**src/rtl/mips_cycle_sequencer.sv**
```systemverilog
// mips_cycle_sequencer: opcode-aware multi-cycle FETCH/DECODE/EXECUTE/MEMORY/WRITEBACK controller owning the PC
module mips_cycle_sequencer #(
  parameter int ADDR_W = 5,
  parameter int CNT_W = 16
) (
  input  logic              clock,
  input  logic              reset,
  input  logic              run,
  input  logic [5:0]        opcode,
  input  logic [5:0]        func,
  input  logic [15:0]       imm,
  input  logic              alu_zero,
  input  logic              mem_ready,
  output logic [2:0]        enable,
  output logic [ADDR_W-1:0] pc,
  output logic              mem_req,
  output logic              mem_we,
  output logic              alu_start,
  output logic [5:0]        alu_func,
  output logic              reg_write,
  output logic [CNT_W-1:0]  instr_count,
  output logic              illegal
);
  localparam logic [5:0] OP_R = 6'h00, OP_ADDI = 6'h08, OP_LW = 6'h23, OP_SW = 6'h2B,
                         OP_BEQ = 6'h04, OP_J = 6'h02, OP_HALT = 6'h3F;
  typedef enum logic [2:0] {
    IDLE = 3'd0, FETCH = 3'd1, DECODE = 3'd2, EXECUTE = 3'd3,
    MEMORY = 3'd4, WRITEBACK = 3'd5, HALT = 3'd7
  } state_t;
  state_t state, nxt;
  logic [5:0] op_q, alu_n;
  logic [ADDR_W-1:0] imm_q, pc_n;
  logic ill_n, sup, unused_imm;
  assign unused_imm = ^imm[15:ADDR_W];
  assign enable = state;
  assign sup = opcode inside {OP_R, OP_ADDI, OP_LW, OP_SW, OP_BEQ, OP_J, OP_HALT};
  always_comb begin
    nxt = state;
    pc_n = pc;
    alu_n = alu_func;
    ill_n = illegal;
    case (state)
      IDLE: nxt = run ? FETCH : IDLE;
      FETCH: begin
        nxt = mem_ready ? DECODE : FETCH;
        pc_n = mem_ready ? pc + ADDR_W'(1) : pc;
      end
      DECODE: begin
        nxt = (!sup || opcode == OP_HALT) ? HALT : EXECUTE;
        ill_n = illegal | !sup;
        alu_n = opcode == OP_R ? func :
                opcode == OP_BEQ ? 6'h22 :
                opcode inside {OP_ADDI, OP_LW, OP_SW} ? 6'h20 : alu_func;
      end
      EXECUTE: begin
        nxt = op_q inside {OP_R, OP_ADDI} ? WRITEBACK :
              op_q inside {OP_LW, OP_SW} ? MEMORY : FETCH;
        pc_n = op_q == OP_J ? imm_q : (op_q == OP_BEQ && alu_zero) ? pc + imm_q : pc;
      end
      MEMORY: nxt = !mem_ready ? MEMORY : op_q == OP_LW ? WRITEBACK : FETCH;
      WRITEBACK: nxt = FETCH;
      default: nxt = HALT;
    endcase
  end
  always_ff @(posedge clock) begin
    if (reset) begin
      state <= IDLE;
      pc <= '0;
      mem_req <= 1'b0;
      mem_we <= 1'b0;
      alu_start <= 1'b0;
      alu_func <= '0;
      reg_write <= 1'b0;
      instr_count <= '0;
      illegal <= 1'b0;
      op_q <= '0;
      imm_q <= '0;
    end else begin
      state <= nxt;
      pc <= pc_n;
      alu_func <= alu_n;
      illegal <= ill_n;
      mem_req <= nxt == FETCH || nxt == MEMORY;
      mem_we <= nxt == MEMORY && op_q == OP_SW;
      alu_start <= nxt == EXECUTE;
      reg_write <= nxt == WRITEBACK;
      if (state == DECODE) begin
        op_q <= opcode;
        imm_q <= imm[ADDR_W-1:0];
      end
      // waiting in FETCH and the IDLE start do not count as retirement
      if (nxt == FETCH && state inside {EXECUTE, MEMORY, WRITEBACK})
        instr_count <= instr_count + CNT_W'(1);
    end
  end
endmodule

```
**config.mk**
```make
export PLATFORM = sky130hd
export DESIGN_NAME = mips_cycle_sequencer
export DESIGN_NICKNAME = d
export VERILOG_FILES = /design/src/rtl/mips_cycle_sequencer.sv
export SDC_FILE = /design/constraint.sdc
export NUM_CORES = 1
export LEC_CHECK = 0
export ABC_AREA = 0
export ABC_CLOCK_PERIOD_IN_PS = 3600
export CORE_MARGIN = 2
export CORE_UTILIZATION = 52
export DETAILED_ROUTE_END_ITERATION = 10
export GPL_TIMING_DRIVEN = 0
export PLACE_DENSITY = 0.83
export SYNTH_ARGS = -nofsm -noshare
export SYNTH_HDL_FRONTEND = slang
export SYNTH_SLANG_ARGS = --single-unit
export TNS_END_PERCENT = 1
```
**constraint.sdc**
```tcl
create_clock -name clock -period 3.6 [get_ports clock]
set_input_delay 0.72 -clock clock [delete_from_list [all_inputs] [get_ports clock]]
set_output_delay 0.72 -clock clock [all_outputs]
set_load 0.02 [all_outputs]
```
; ---- Word-level counts from Yosys, hierarchy flattened
; Index checks and enable logic that the tools add are counted.
[totals]
inputBits = 33
out_inout_bits = 35
register_bits = 46
[classes]
muxes = 15
bitwise_logic = 1
add_sub_neg = 3
eq_ne = 22
reduce_logical = 18
[op_table]
columns = cell, n
row1 = "6-bit equality test, second input constant", 5
row2 = 6-bit 2-to-1 mux, 3
row3 = 3-bit one-hot mux with 6 select lines, 1
row4 = "16-bit by 1-bit adder with 16-bit output, second input constant", 1
row5 = 3-bit 2-to-1 mux, 5
row6 = 5-bit 2-to-1 mux, 3
row7 = "3-bit equality test, second input constant", 4
row8 = "6-bit by 2-bit equality test with 1-bit output, second input constant", 2
row9 = "6-bit by 3-bit equality test with 1-bit output, second input constant", 2
row10 = "6-bit by 4-bit equality test with 1-bit output, second input constant", 2
row11 = 6-bit zero test, 2
row12 = 5-bit one-hot mux with 2 select lines, 1
row13 = "3-bit by 2-bit equality test with 1-bit output, second input constant", 3
row14 = 3-bit nonzero test, 3
row15 = 7-bit nonzero test, 1
row16 = "3-bit by 1-bit equality test with 1-bit output, second input constant", 2
row17 = 2-bit nonzero test, 3
row18 = "5-bit by 1-bit adder with 5-bit output, second input constant", 1
row19 = 5-bit adder, 1
row20 = 1-bit logical AND, 3
row21 = 3-bit zero test, 1
row22 = "3-bit inequality test, second input constant", 1
row23 = 3-bit AND reduction, 1
row24 = 1-bit logical OR, 2
row25 = 6 further kinds, 6

; ---- Logic depth before layout (Yosys ltp)
[depth]
depth_word = 8
mapped_depth = 8

; ---- Worst setup path after synthesis
; No wires, ideal clock.
[synth_timing]
kind = in2reg
startpoint = in opcode[0]
endpoint = reg instr_count[3]
setup_time_ns = 0.121
t_arrival_ns = 2.588
setup_slack_ns = 0.891
cell_stages = 6
path_buffers = 1
required_ns = 3.479
cell_sequence = or4_4 -> o31a_1 -> a22o_4 -> buf_2 -> nor4_1 -> mux2_2
[synth_via]
elab_chain_cells = 8
elab_cells_between_ends = 14
classes_between = eq/ne: 7 / mux: 2 / reduce/logical: 5
[synth_rtl]
columns = element, line
row1 = from (decl), 9  ; input logic [5:0] opcode,
row2 = "6-bit by 4-bit equality test with 1-bit output, or another cell as far along", 36  ; assign sup = opcode inside {OP_R, OP_ADDI, OP_LW, OP_SW, OP_BEQ, OP_J, OP_HALT};
row3 = 7-bit nonzero test, 36
row4 = 1-bit zero test, 49  ; nxt = (!sup || opcode == OP_HALT) ? HALT : EXECUTE;
row5 = 1-bit logical OR (*), 49
row6 = 3-bit 2-to-1 mux (*), 49
row7 = 3-bit one-hot mux with 6 select lines (*), 42  ; case (state)
row8 = 3-bit by 1-bit equality test with 1-bit output (*), 92  ; if (nxt == FETCH && state inside {EXECUTE, MEMORY, WRITEBACK})
row9 = 1-bit logical AND (*), 92
row10 = to (signal assigned), 93  ; instr_count <= instr_count + CNT_W'(1);
row11 = to (decl), 21  ; output logic [CNT_W-1:0] instr_count,
; Every way passes the cells marked *; elsewhere a longest branch is shown, timed or not.
; A chain may end at the register's enable or synchronous reset.

; ---- Worst setup path in the final report
[layout_timing]
startpoint = in opcode[0]
endpoint = reg instr_count[10]
; Same word-level chain as after synthesis.

==> results.toml <==
[layout]
syn_to_final_growth_pct = 29.4
finalNetCount = 423
drive_above_1_share_pct = 6.51
num_antenna_cells = 0
post-route-util_pct = 70.0
final_cells = 451
final_area_um2 = 3330

[clock_network]
cts-root-buf = "clkbuf_8"
cts_max_path_buffers = 2
clkLatencyLatePin_ns = 0.31
path_clk_slew_ns = 0.10
cts_htree_levels = 2
postCtsResizedCells = 0
postCtsSetupBuffers = 0
cts.sinks = 46
holdBufCountCts = 0
cts_buffers = 5
cts_tree = "yes"

[power_and_ir_drop]
p_sw_share_pct = 28.2
ir_drop_v = 0.000231
powerDensity_nw_per_um2 = 341
switchingPower_uw = 320
total_power_mw = 1.13
seqPwrFrac_pct = 47.5
combPwrFrac_pct = 17.1
internal-power_uw = 814
p_leak_nw = 1.14
p_clk_share_pct = 35.3

[global_route]
grt_overflow_total = 0
antenna_found_initial = 0
grt_pass1_wl_um = 10900
grt_max_degree = 16
grt_usage_pct = 25.3
grt_pass1_vias = 2353

[setup_path]
arrival_ns = 3.27
cp_cell_sequence = "clkdlybuf4s50_1, or4_4, o31a_1, a22o_4, buf_6, nor4_1, mux2_2"
cpPeakStageDelay_ns = 0.58
critPathLaunchType = "input pin"
cp_slowest_cell = "or4_4"
setup.worst_path.class = "in2reg"
critical_path.max_fanout = 10
rrSetupSlack_ns = 0.94
cp-end-kind = "register"
required_ns = 3.81

[floorplanning]
die_h_um = 74.3
rows = 25
die_w_um = 74.3
initial_core_util_pct = 54.1
io_pins = 68
dieArea_um2 = 5530
core-area_um2 = 4750

[timing]
fin_crit_sh_pct = 85.0
slew_viol_final = 0
hold_viol_final = 0
worst_pin_slew_ns = 0.725
timing.setup.tns_ns = 0
finClkSkew_ns = 0.00696
fin_ws_ns = 0.542
finalCriticalPeriod_ns = 3.06
slew_headroom_pct = 51.4
hold_slack_ns = 0.474
clock.fmax_mhz = 327
rsz0062_at_grt = "false"
setup_viol = 0

[route]
wirelength_um = 6660
first_pass_iters = 4
wl_per_cell_um = 14.8
drt_iter0_drc = 215
postRouteAntennaNets = 0
drc = 0
vias_per_cell = 5.87
vias = 2646

[run_status]
run_status = "complete, no violations"

[synthesis]
synth_area_um2 = 2570
ys_seq_area_share_pct = 35.8
ys_top_cells_by_area = "dfxtp_1, a21oi_1, nor2_1, mux2_2, nand2_1"
synth_cell_types = 51
syn-instance-count = 320
synth_top_area_share_pct = 35.8
synth_nets = 360
yosysWarnings = 0
synth_edf_count = 0
ys_async_sr_fraction_pct = 0
synth_top_cell_by_area = "dfxtp_1"
ys_ff_latch = 46
ys.flop_type = "dfxtp_1"
synth.avg_cell_area_um2 = 8.04

[placed_design]
dp_hpwl_um = 4840
pre_cts_ws_ns = 0.225
gp_congestion = 0.911
placed_area_um2 = 3220
placedCellCount = 443
port-buffer-count = 56

[flow_run]
cap_violations = 0

[min_path]
hold_class = "reg2reg"
[layout make-up]
type                            instances  area, um^2
Tap cell                               67        83.8
Sequential cell                        46         921
Clock inverter                          3        43.8
Inverter                               11        41.3
Clock buffer                            5        68.8
Buffer                                 18        78.8
Fill cell                             405        1430
Multi-Input combinational cell        245        1530
Timing Repair Buffer                   56         561
[cell usage in the layout (no fill, tap or decap), drive strengths merged, types with 2 or more instances in the layout]
cell type / netlist / layout
nand4: 8 / 8
nor2b: 12 / 12
clkdlybuf4s50: 0 / 56
clkbuf: 13 / 18
o211ai: 6 / 6
o21ai: 13 / 13
o21bai: 2 / 2
dfxtp: 46 / 46
o2111ai: 4 / 4
ha: 6 / 6
or3: 5 / 5
a21o: 3 / 3
a21oi: 33 / 33
buf: 5 / 5
nor4b: 2 / 2
o31a: 3 / 3
nor3: 7 / 7
a311oi: 2 / 2
nor3b: 2 / 2
nand2: 30 / 30
a2111oi: 3 / 3
or4: 8 / 8
xnor2: 2 / 2
mux2i: 2 / 2
nand2b: 3 / 3
inv: 11 / 12
o21a: 2 / 2
nor4: 10 / 10
o31ai: 8 / 8
nand3: 11 / 11
nor2: 32 / 32
mux2: 10 / 10
[routing by layer]
| metal | track usage, % | vias to the layer above | wire length, um |
|---|---|---|---|
| met5 | 0 | - | 0 |
| met4 | 5.75 | 0 | 63 |
| met3 | 5.15 | 6 | 435 |
| met2 | 40.4 | 72 | 3130 |
| met1 | 35.6 | 1252 | 3030 |
| li1 | - | 1316 | - |
[worst paths after layout]
check | from | end | cells after the start
hold / removal | illegal$_SDFFE_PP0P_ | illegal$_SDFFE_PP0P_ | 2
setup / recovery | opcode[0] | instr_count[10]$_SDFFE_PP0P_ | 7
setup reg to reg | enable[0]$_SDFF_PP0_ | instr_count[10]$_SDFFE_PP0P_ | 7
hold reg to reg | illegal$_SDFFE_PP0P_ | illegal$_SDFFE_PP0P_ | 2
[flip-flops by register name, indices dropped and copies added, names as in the netlist]
| name | count |
|---|---|
| op_q | 6 |
| pc | 5 |
| illegal | 1 |
| alu_start | 1 |
| enable | 3 |
| instr_count | 16 |
| mem_req | 1 |
| mem_we | 1 |
| alu_func | 6 |
| imm_q | 5 |
| reg_write | 1 |
[critical path: cells and delay by family]
kind | cells | cell delay (ns)
AO/OA/AOI/OAI | 2 | 0.59
buffers and inverters | 2 | 0.62
multiplexers | 1 | 0.38
AND/OR/NAND/NOR | 2 | 0.95
[synth_stat cells (4+ instances only)]
cell       instances
nand3_1           11
o2111ai_1          4
dfxtp_1           46
nor2_1            32
nor3_1             7
ha_1               6
mux2_2            10
inv_1             11
o31ai_1            8
a21oi_1           33
or3_1              5
clkbuf_1          13
o21ai_0           12
o211ai_1           6
nor2b_1           12
or4_1              7
nand2_1           30
nand4_1            8
nor4_1            10
[power by group through the flow]
stage / Sequential [mW] / Clock (mW) / Combinational [mW]
global placement: 0.551 / 0 / 0.190
finish: 0.539 / 0.401 / 0.194
floorplan: 0.560 / 0 / 0.104
CTS: 0.539 / 0.401 / 0.193
detailed placement: 0.551 / 0 / 0.192
global route: 0.541 / 0.419 / 0.216
[cells by family (layout without fill, tap and decap cells)]
| logic type | Yosys count | in the layout | synth area share [%] |
|---|---|---|---|
| and+or+nand+nor | 136 | 136 | 27.4 |
| AOI/OAI and AO/OA | 88 | 88 | 22.6 |
| DFF | 46 | 46 | 35.8 |
| buffers and inverters | 29 | 93 | 4.67 |
| muxes | 12 | 12 | 5.16 |
| adders and majority gates | 7 | 7 | 3.70 |
| xor gates and xnor gates | 2 | 2 | 0.681 |
(Power assumes the default switching activity.)
